===== config.mk =====
export PLATFORM = sky130hd
export DESIGN_NAME = apb_fll_if
export DESIGN_NICKNAME = d
export VERILOG_FILES = /design/src/rtl/apb_fll_if.sv
export SDC_FILE = /design/constraint.sdc
export NUM_CORES = 1
export LEC_CHECK = 0
export CAP_MARGIN = 5
export CORE_MARGIN = 10
export CORE_UTILIZATION = 35
export DETAILED_ROUTE_END_ITERATION = 8
export PLACE_DENSITY = 0.69
export SYNTH_ARGS = -nofsm -noshare
export SYNTH_HDL_FRONTEND = slang
export SYNTH_SLANG_ARGS = --single-unit

===== constraint.sdc =====
create_clock -name clk_i -period 2 [get_ports clk_i]
set_input_delay 0.4 -clock clk_i [delete_from_list [all_inputs] [get_ports clk_i]]
set_output_delay 0.4 -clock clk_i [all_outputs]
set_load 0.02 [all_outputs]

===== src/rtl/apb_fll_if.sv =====
// APB3 slave bridging register accesses onto the FLL req/ack configuration
// handshake, with a synchronised lock status register and ack timeout.
module apb_fll_if #(
  parameter int unsigned APB_ADDR_WIDTH = 12,
  parameter int unsigned TIMEOUT_CYCLES = 255
) (
  input  logic                      clk_i,
  input  logic                      rstn_i,
  input  logic [APB_ADDR_WIDTH-1:0] PADDR,
  input  logic [31:0]               PWDATA,
  input  logic                      PWRITE,
  input  logic                      PSEL,
  input  logic                      PENABLE,
  output logic [31:0]               PRDATA,
  output logic                      PREADY,
  output logic                      PSLVERR,
  output logic                      fll_req_o,
  output logic                      fll_wrn_o,
  output logic [1:0]                fll_add_o,
  output logic [31:0]               fll_data_o,
  input  logic                      fll_ack_i,
  input  logic [31:0]               fll_r_data_i,
  input  logic                      fll_lock_i
);

  typedef enum logic [1:0] {IDLE, REQ, LOCAL, DONE} state_e;

  // Last REQ cycle index that may still wait for an ack.
  localparam logic [15:0] TO_LAST = 16'(TIMEOUT_CYCLES - 1);
  localparam logic [2:0]  STATUS_IDX = 3'd4;

  state_e      state_q, state_d;
  logic        wr_q, wr_d;
  logic [2:0]  addr_q, addr_d;
  logic [31:0] wdata_q, wdata_d;
  logic [31:0] rdata_q, rdata_d;
  logic        err_q, err_d;
  logic        sticky_q, sticky_d;
  logic [15:0] cnt_q, cnt_d;
  logic [1:0]  lock_q;

  // Only PADDR[4:2] is decoded; the rest is deliberately ignored.
  logic unused_paddr;
  assign unused_paddr = ^{PADDR[APB_ADDR_WIDTH-1:5], PADDR[1:0]};

  // Two-flop synchroniser for the asynchronous lock indication.
  always_ff @(posedge clk_i or negedge rstn_i) begin
    if (!rstn_i) lock_q <= 2'b00;
    else         lock_q <= {lock_q[0], fll_lock_i};
  end

  // State and transfer registers.
  always_ff @(posedge clk_i or negedge rstn_i) begin
    if (!rstn_i) begin
      state_q  <= IDLE;
      wr_q     <= 1'b0;
      addr_q   <= '0;
      wdata_q  <= '0;
      rdata_q  <= '0;
      err_q    <= 1'b0;
      sticky_q <= 1'b0;
      cnt_q    <= '0;
    end else begin
      state_q  <= state_d;
      wr_q     <= wr_d;
      addr_q   <= addr_d;
      wdata_q  <= wdata_d;
      rdata_q  <= rdata_d;
      err_q    <= err_d;
      sticky_q <= sticky_d;
      cnt_q    <= cnt_d;
    end
  end

  // Next-state logic: PSEL is only looked at in IDLE, so a master that drops
  // it mid-transfer cannot strand the FLL handshake.
  always_comb begin
    state_d  = state_q;
    wr_d     = wr_q;
    addr_d   = addr_q;
    wdata_d  = wdata_q;
    rdata_d  = rdata_q;
    err_d    = err_q;
    sticky_d = sticky_q;
    cnt_d    = cnt_q;
    case (state_q)
      IDLE: begin
        if (PSEL && !PENABLE) begin
          wr_d    = PWRITE;
          addr_d  = PADDR[4:2];
          wdata_d = PWDATA;
          rdata_d = '0;
          err_d   = 1'b0;
          state_d = PADDR[4] ? LOCAL : REQ;
        end
      end
      REQ: begin
        // Ack is checked first so it wins over a coincident timeout.
        if (fll_ack_i) begin
          if (!wr_q) rdata_d = fll_r_data_i;
          state_d = DONE;
        end else if (cnt_q == TO_LAST) begin
          err_d    = 1'b1;
          rdata_d  = '0;
          sticky_d = 1'b1;
          state_d  = DONE;
        end else begin
          cnt_d = cnt_q + 16'd1;
        end
      end
      LOCAL: begin
        if (addr_q == STATUS_IDX) begin
          if (wr_q) begin
            if (wdata_q[1]) sticky_d = 1'b0;
          end else begin
            rdata_d = {30'd0, sticky_q, lock_q[1]};
          end
        end else begin
          err_d = 1'b1;
        end
        state_d = DONE;
      end
      DONE: begin
        cnt_d   = '0;
        state_d = IDLE;
      end
      default: state_d = IDLE;
    endcase
  end

  assign fll_req_o  = (state_q == REQ);
  assign fll_wrn_o  = wr_q;
  assign fll_add_o  = addr_q[1:0];
  assign fll_data_o = wdata_q;
  assign PREADY     = (state_q == DONE);
  assign PRDATA     = PREADY ? rdata_q : 32'd0;
  assign PSLVERR    = PREADY & err_q;

endmodule


# ---- Word-level counts from Yosys, hierarchy flattened
# Index checks and enable logic that the tools add are counted.
dict set report classes {
  addsub 1
  n_eq_ne 16
  n_mux 25
  bitwise_logic 1
  n_reduce_logical 12
}
# op count
set ops {}
lappend ops {{32-bit two-way mux} 7}
lappend ops {{32-bit case mux with 3 select lines} 1}
lappend ops {{16-bit two-way mux} 2}
lappend ops {{16-bit case mux with 2 select lines} 1}
lappend ops {{16-bit by 1-bit adder with 16-bit output (second input constant)} 1}
lappend ops {{16-bit by 8-bit equality test with 1-bit output (second input constant)} 1}
lappend ops {{2-bit != test (second input constant)} 8}
lappend ops {{6-bit AND reduction} 2}
lappend ops {{2-bit two-way mux} 4}
lappend ops {{2-bit case mux with 4 select lines} 1}
lappend ops {{1-bit two-way mux} 7}
lappend ops {{5-bit AND reduction} 1}
lappend ops {{2-bit equality test (second input constant)} 2}
lappend ops {{2-bit AND reduction} 2}
lappend ops {{2-bit nonzero test} 2}
lappend ops {{3-bit equality test (second input constant)} 1}
lappend ops {{3-bit by 1-bit != test with 1-bit output (second input constant)} 1}
lappend ops {{3-bit != test (second input constant)} 1}
lappend ops {{1-bit case mux with 3 select lines} 1}
lappend ops {{3-bit AND reduction} 1}
lappend ops {{3-bit nonzero test} 1}
lappend ops {{2-bit by 1-bit equality test with 1-bit output (second input constant)} 1}
lappend ops {{2-bit logical NOT} 1}
lappend ops {{2-bit by 1-bit != test with 1-bit output (second input constant)} 1}
lappend ops {{other kinds (4)} 4}
dict set report word_totals {
  register_bits 90
  in_bits 83
  output_inout_bits 70
  word_cells 64
}

# ---- Logic depth before layout (Yosys ltp)
# Gate-level depths: netlist of the first run.
dict set report depth {
  word_depth 4
  ltp_mapped 8
  mapped_depth_nobuf 7
}

# ---- Worst setup path after synthesis of the first run
# No wires, ideal clock.
dict set report synth_path {
  path_type {reg2reg}
  from {register cnt_q[9]}
  to {register err_q}
  setup_time_ps 125
  arrival_ps 2054
  t_required_ps 1875
  slack_ps -179
  stages_incl_launch_ff 7
  n_path_buf 1
  period_less_slack_ps 2179
  path_cell_list {dfrtp_1 > or4_1 > nor4_4 > buf_4 > nand2_2 > a21oi_2 > mux2_2}
}
dict set report synth_between {
  elab_chain_len 3
}
# item line_no
set synth_rtl {}
lappend synth_rtl {{start, declared} 39} ;# logic [15:0] cnt_q, cnt_d;
lappend synth_rtl {{start signal, assigned} 71} ;# cnt_q <= cnt_d;
lappend synth_rtl {{16-bit by 8-bit equality test with 1-bit output} 102} ;# end else if (cnt_q == TO_LAST) begin
lappend synth_rtl {{2-bit by 1-bit != test with 1-bit output (no source line)} -}
lappend synth_rtl {{5-bit AND reduction (no source line)} -}
lappend synth_rtl {{end signal, assigned} 69} ;# err_q <= err_d;
lappend synth_rtl {{end, declared} 37} ;# logic err_q, err_d;
# No other way between the ends.
# A chain may end at the register's enable or synchronous reset.

# ---- Final worst setup path of the first run
dict set report layout_path {
  from {register cnt_q[8]}
  to {register state_q[1]}
}
dict set report layout_between {
  elab_chain_len 3
}
# item line_no
set layout_rtl {}
lappend layout_rtl {{16-bit by 8-bit equality test with 1-bit output} 102}
lappend layout_rtl {{3-bit by 1-bit != test with 1-bit output (no source line)} -}
lappend layout_rtl {{2-bit AND reduction (no source line)} -}
lappend layout_rtl {{end signal, assigned} 64} ;# state_q <= state_d;
lappend layout_rtl {{end, declared} 32} ;# state_e state_q, state_d;
# No other way between the ends.

==> results.py, run 1 <==
metrics = {
    "yosys": {
        "synth_sequential_area_ratio_pct": 53.25,
        "count_of_state_elements_after_synthesis": 90,
        "ys_async_sr_fraction_pct": 100.0,
        "netlist-cell-type-count": 41,
        "ys_dominant_reg_cell": "dfrtp_1",
        "synth-warning-count": 0,
        "post_synth_inst_count": 416,
        "net_count_after_synthesis": 506,
        "syn_area_per_cell_um2": 10.17,
        "syn_area_um2": 4229,
        "synth-edff-count": 0,
    },
    "cells_and_area": {
        "fin_cells": 730,
        "n_fill_cell": 1065,
        "design.final.nets": 669,
        "layout.cell_area.non_filler_um2": 6425,
        "fraction_of_layout_cells_with_a_size_suffix_above_1_pct": 22.81,
        "final-seq-area_um2": 2255,
        "mostFrequentLayoutCell": "clkdlybuf4s50_1",
        "number_of_diodes": 0,
        "multi_input_gate_area_in_the_final_layout_um2": 1891,
        "layout.core_utilization_pct": 53.94,
        "area.growth.synth_to_final_pct": 51.92,
        "top_library_cells_by_usage_in_the_layout_fill_and_taps_aside": "clkdlybuf4s50_1, dfrtp_1, nand2_1",
    },
    "detailed_routing": {
        "post-route-drc-count": 0,
        "routed_wirelength_mm": 11.32,
        "dr.first_iter.drc_count": 159,
        "drt.antenna.violating_nets": 0,
        "avgViaCountPerCell": 4.770,
        "routedWlPerCell_um": 15.50,
        "drt_first_pass_iters": 4,
        "vias": 3482,
    },
    "grt": {
        "grt_pass1_vias": 3619,
        "antenna_found_initial": 0,
        "grt_pass1_wl_mm": 17.66,
        "grt.overflow.total": 0,
        "pin_count_of_the_biggest_net_entering_global_routing": 65,
        "groute.usage.overall_pct": 13.00,
    },
    "placement": {
        "numPortBuffers": 143,
        "sum_of_net_half_perimeters_after_detailed_placement_mm": 8.615,
        "placedCellCount": 712,
        "dpl_cell_area_um2": 6043,
        "gpl.final_weighted_congestion": 0.8006,
        "dp_worst_setup_slack_ns": -0.1043,
    },
    "critical_path": {
        "critical_path.n_buffers_inverters": 1,
        "cp_cell_sequence": "or4_4, nor4_4, buf_6, a21oi_4, a21o_1, mux2_4",
        "slowest_delay_ns": 0.55,
        "setup.worst_path.end_class": "flip-flop",
        "critPathLaunchType": "flip-flop",
        "worst-endpoint-required_ns": 2.21,
        "critical_path_slowest_stage_cell": "or4_4",
        "critical_path_class": "flip-flop to flip-flop",
        "cp_top_family": "simple AND/OR/NAND/NOR gates",
        "arrival_time_at_the_worst_endpoint_ns": 2.17,
        "crit_fanout": 5,
    },
    "timing": {
        "fin_ws_ns": 0.04780,
        "hold_violations": 0,
        "rsz0062_at_grt": "yes",
        "fmax_mhz": 512.2,
        "slew-limit-headroom_pct": 75.52,
        "worstMarginPinSlew_ns": 0.3671,
        "finalSetupViolCount": 0,
        "timing.final.crit_share_pct": 97.61,
        "final.setup_skew_ns": 0.007897,
        "drv_slew": 0,
        "finalCriticalPeriod_ns": 1.952,
    },
    "die": {
        "placementRows": 40,
        "floorplan_die_area_um2": 16880,
        "die_y_um": 129.9,
        "design.portCount": 153,
        "die-width_um": 129.9,
        "core_area_um2": 11910,
        "initial_utilization_pct": 35.50,
    },
    "power_and_ir_drop": {
        "sw_pwr_mw": 2.931,
        "fraction_of_power_consumed_by_sequential_logic_pct": 34.5,
        "comb_power_share_pct": 47.0,
        "leakagePower_nw": 2.730,
        "ir_drop_worst_case_vdd_mv": 0.7149,
        "intPower_mw": 5.128,
        "sw_frac_of_total_pct": 36.37,
        "p_clk_share_pct": 18.5,
        "powerDensity_nw_per_um2": 1254,
    },
    "job": {
        "drv.max_cap_violation_count": 0,
    },
    "min_path": {
        "min_path_type": "flip-flop to flip-flop",
    },
    "clock_tree": {
        "worst_skew_pair.late_latency_ns": 0.33,
        "cts-buffers-inserted": 9,
        "clk_path_buf_depth": 2,
        "cell_at_the_root_of_the_clock_tree": "clkbuf_16",
        "cts.clk_slew.worst_paths_ns": 0.06,
        "cts.htree.levels": 3,
        "cts_tree": "built",
        "num_clock_sinks": 90,
    },
    "status": {
        "status": "finished clean",
    },
}
-- cell families after synthesis --
logic type,after synthesis,synth area share (%)
AND/OR/NAND/NOR,167,19.41
flip-flops,90,53.25
AO/OA/AOI/OAI,67,9.054
multiplexers,40,10.62
buffers and inverters,34,3.314
XOR/XNOR,11,2.278
adder cells (fa/ha/maj),7,2.071
-- flip-flops by register name, summed over array words and instances (netlist names) --
name        count
rdata_q        32
fll_data_o     32
fll_wrn_o       1
state_q         2
sticky_q        1
lock_q          2
addr_q          3
err_q           1
cnt_q          16
-- metrics by stage --
stage	hold slack (ns)	TNS (ns)	power [mW]
after global placement	0.2593	-1.245	6.356
after CTS	0.3543	0	7.968
after global routing	0.3554	-0.09501	8.638
final	0.3504	0	8.058
after floorplan	0.1044	0	4.741
after detailed placement	0.2619	-2.426	6.469
-- power groups by stage --
| stage | Sequential (mW) | Clock, mW | Combinational, mW |
|---|---|---|---|
| final | 2.78 | 1.49 | 3.79 |
| after CTS | 2.77 | 1.54 | 3.66 |
| after global placement | 2.75 | 0 | 3.60 |
| after floorplan | 3.16 | 0 | 1.58 |
| after detailed placement | 2.80 | 0 | 3.67 |
| after global routing | 2.87 | 1.62 | 4.15 |
-- worst paths after layout --
kind	startpoint	end	slack, ns	cells after the start
hold reg to reg	lock_q[0]	lock_q[1]	0.35	0
setup / recovery	cnt_q[8]	state_q[1]	0.05	6
max in group asynchronous	rstn_i	state_q[0]	0.98	3
setup reg to reg	cnt_q[8]	state_q[1]	0.05	6
min in group asynchronous	rstn_i	fll_data_o[28]	0.47	2
hold / removal	lock_q[0]	lock_q[1]	0.35	0
-- cells in the mapped netlist, drive strengths merged, types with 5 or more instances --
cell type	n	area, um2
xnor2	6	52.55
and2	34	212.7
a21oi	7	42.54
mux2	39	439.2
inv	7	26.28
o21ai	49	245.2
clkbuf	23	86.33
dfrtp	90	2252
ha	7	87.58
nand3	11	55.05
nor2	9	33.78
nand2	87	329.1
xor2	5	43.79
-- per-layer routing --
metal	vias up	wire (um)	GRT usage, %
li1	1728	-	-
met1	1643	4504	14.82
met2	102	5413	21.00
met3	9	1304	6.856
met4	0	96	3.373
met5	-	0	0
-- timing repair --
action                                  4_1_cts  5_1_grt
hold buffers                                  1        0
pin swaps                                     0        1
endpoints found under the setup margin       35       57
resized for setup                           102       10
cloned                                        0        1
setup buffers                                 0        1
endpoints found under the hold margin        11        0
-- worst register-to-register path, stage by stage (launching register included) --
cell	delay, ns
dfrtp_1	0.38
or4_4	0.55
nor4_4	0.16
buf_6	0.18
a21oi_4	0.06
a21o_1	0.20
mux2_4	0.30
-- cell type report --
type	count	area share [%]
clock buffers	12	3.681
repair buffers	179	28.26
flip-flops and latches	90	35.09
multi-input cells	292	29.43
inverters	7	0.4090
well taps	147	2.863
clock inverters	3	0.2726
(Power assumes the default switching activity.)
==> inputs of run 2 (changes only) <==
PLACE_DENSITY = 0.66   (was 0.69)
clock period = 2.2 ns   (was 2 ns; I/O delays follow)
==> results.py, run 2 (synthesis results as in run 1) <==
metrics = {
    "clock_tree": {
        "cts-buffers-inserted": 9,
        "postCtsSetupRepairBufs": 0,
        "num_clock_sinks": 90,
        "cts.clk_slew.worst_paths_ns": 0.06,
        "cts.htree.levels": 3,
        "cts_tree": "built",
        "clk_path_buf_depth": 2,
        "worst_skew_pair.late_latency_ns": 0.33,
        "cell_at_the_root_of_the_clock_tree": "clkbuf_16",
    },
    "power_and_ir_drop": {
        "leakagePower_nw": 2.779,
        "powerDensity_nw_per_um2": 1168,
        "comb_power_share_pct": 44.4,
        "ir_drop_worst_case_vdd_mv": 0.7729,
        "p_clk_share_pct": 20.8,
        "intPower_mw": 4.621,
        "sw_pwr_mw": 2.608,
        "sw_frac_of_total_pct": 36.08,
        "fraction_of_power_consumed_by_sequential_logic_pct": 34.8,
    },
    "cells_and_area": {
        "number_of_diodes": 0,
        "mostFrequentLayoutCell": "clkdlybuf4s50_1",
        "area.growth.synth_to_final_pct": 46.36,
        "design.final.nets": 652,
        "top_library_cells_by_usage_in_the_layout_fill_and_taps_aside": "clkdlybuf4s50_1, dfrtp_1, nand2_1",
        "n_fill_cell": 1091,
        "fraction_of_layout_cells_with_a_size_suffix_above_1_pct": 13.81,
        "fin_cells": 712,
    },
    "timing": {
        "worstMarginPinSlew_ns": 0.4175,
        "worst_hold_slack_ns": 0.03673,
        "drv_slew": 0,
        "finalCriticalPeriod_ns": 2.105,
        "timing.final.crit_share_pct": 95.69,
        "hold_violations": 0,
        "finalSetupViolCount": 0,
        "fmax_mhz": 475.0,
        "slew-limit-headroom_pct": 72.17,
        "final.setup_skew_ns": 0.007553,
        "rsz0062_at_grt": "no",
    },
    "die": {
        "design.portCount": 153,
        "die_y_um": 129.9,
        "floorplan_die_area_um2": 16880,
        "initial_utilization_pct": 35.50,
        "core_area_um2": 11910,
        "die-width_um": 129.9,
        "placementRows": 40,
    },
    "placement": {
        "gpl.final_weighted_congestion": 0.8409,
        "placedCellCount": 698,
        "numPortBuffers": 143,
        "sum_of_net_half_perimeters_after_detailed_placement_mm": 8.705,
    },
    "critical_path": {
        "cp_cell_sequence": "ha_1, buf_4, and2_1, dlygate4sd2_1",
        "crit_fanout": 5,
        "arrival_time_at_the_worst_endpoint_ns": 1.67,
        "slowest_delay_ns": 0.41,
        "critical_path_slowest_stage_cell": "dfrtp_1",
        "setup.worst_path.end_class": "primary output",
        "critical_path_class": "flip-flop to primary output",
        "critPathLaunchType": "flip-flop",
        "worst-endpoint-required_ns": 1.76,
    },
    "detailed_routing": {
        "vias": 3437,
        "routed_wirelength_mm": 11.39,
        "routedWlPerCell_um": 15.99,
        "drt_first_pass_iters": 4,
        "post-route-drc-count": 0,
        "drt.antenna.violating_nets": 0,
        "dr.first_iter.drc_count": 175,
        "avgViaCountPerCell": 4.827,
    },
    "grt": {
        "grt.overflow.total": 0,
        "grt_pass1_wl_mm": 18.71,
        "pin_count_of_the_biggest_net_entering_global_routing": 65,
        "grt_pass1_vias": 3632,
        "antenna_found_initial": 0,
        "groute.usage.overall_pct": 13.79,
    },
    "status": {
        "status": "finished clean",
    },
    "job": {
        "drv.max_cap_violation_count": 0,
    },
    "min_path": {
        "min_path_type": "primary input to asynchronous set/reset pin",
    },
}
-- run 2: worst paths after layout --
kind | startpoint | endpoint | slack, ns | cells past startpoint
worst max-delay path | state_q[0] | PRDATA[0] | 0.09 | 4
worst min-delay path | rstn_i | fll_data_o[5] | 0.04 | 1
worst max register to register | cnt_q[8] | state_q[0] | 0.11 | 6
worst min register to register | lock_q[0] | lock_q[1] | 0.35 | 0
max in group asynchronous | rstn_i | rdata_q[26] | 1.52 | 2
min in group clk_i | lock_q[0] | lock_q[1] | 0.35 | 0
-- run 2: metrics by stage --
| stage | instance area, um2 | TNS (ns) | setup slack (ns) | total power [mW] | utilization, % |
|---|---|---|---|---|---|
| finish | 6190 | 0 | 0.09486 | 7.229 | 51.96 |
| global route | 6190 | 0 | 0.01363 | 7.772 | 51.96 |
| CTS | 6182 | 0 | 0.02589 | 7.341 | 51.90 |
| detailed placement | 5939 | -0.03330 | -0.01389 | 5.840 | 49.86 |
| global placement | 5939 | 0 | 0.04822 | 5.762 | 49.86 |
| floorplan | 4229 | 0 | 0.02097 | 4.309 | - |
-- run 2: power by group through the flow --
stage | combinational (mW) | clock (mW) | sequential (mW)
global placement | 3.26 | 0 | 2.51
global route | 3.54 | 1.63 | 2.60
CTS | 3.27 | 1.55 | 2.52
finish | 3.21 | 1.50 | 2.52
detailed placement | 3.30 | 0 | 2.54
floorplan | 1.44 | 0 | 2.87
-- run 2: worst max-delay path: cells and delay by family (launching register included) --
family                     cells  cell delay (ns)
DFF                            1             0.41
buffers and inverters          2             0.50
adders and majority gates      1             0.26
and+or+nand+nor                1             0.16
-- run 2: metal layers --
metal  vias to the layer above  global-route usage, %  part of all wire [%]
li1                       1688                      -                     -
met1                      1640                  15.71                    40
met2                       102                  21.60                    46
met3                         7                  8.073                    12
met4                         0                  3.770                   1.0
met5                         -                      0                     0
-- run 2: layout make-up --
type | count | area (um2) | area share (%)
Timing Repair Buffer | 162 | 1593 | 25.73
Multi-Input combinational cell | 292 | 1849 | 29.88
Clock buffer | 12 | 246.5 | 3.982
Tap cell | 147 | 183.9 | 2.971
Inverter | 7 | 26.28 | 0.4245
Clock inverter | 2 | 38.79 | 0.6266
Sequential cell | 90 | 2252 | 36.39
-- run 2: repair_timing --
action,CTS,global route
setup endpoints to repair,34,5
resized for setup,34,2
hold buffers,0,0
pin swaps,0,0
==> inputs of run 3 (changes only) <==
ABC_CLOCK_PERIOD_IN_PS = 2200   (was unset)
==> results of run 3 <==
Same layout as run 2: the final DEF is identical, and so are final timing and power.
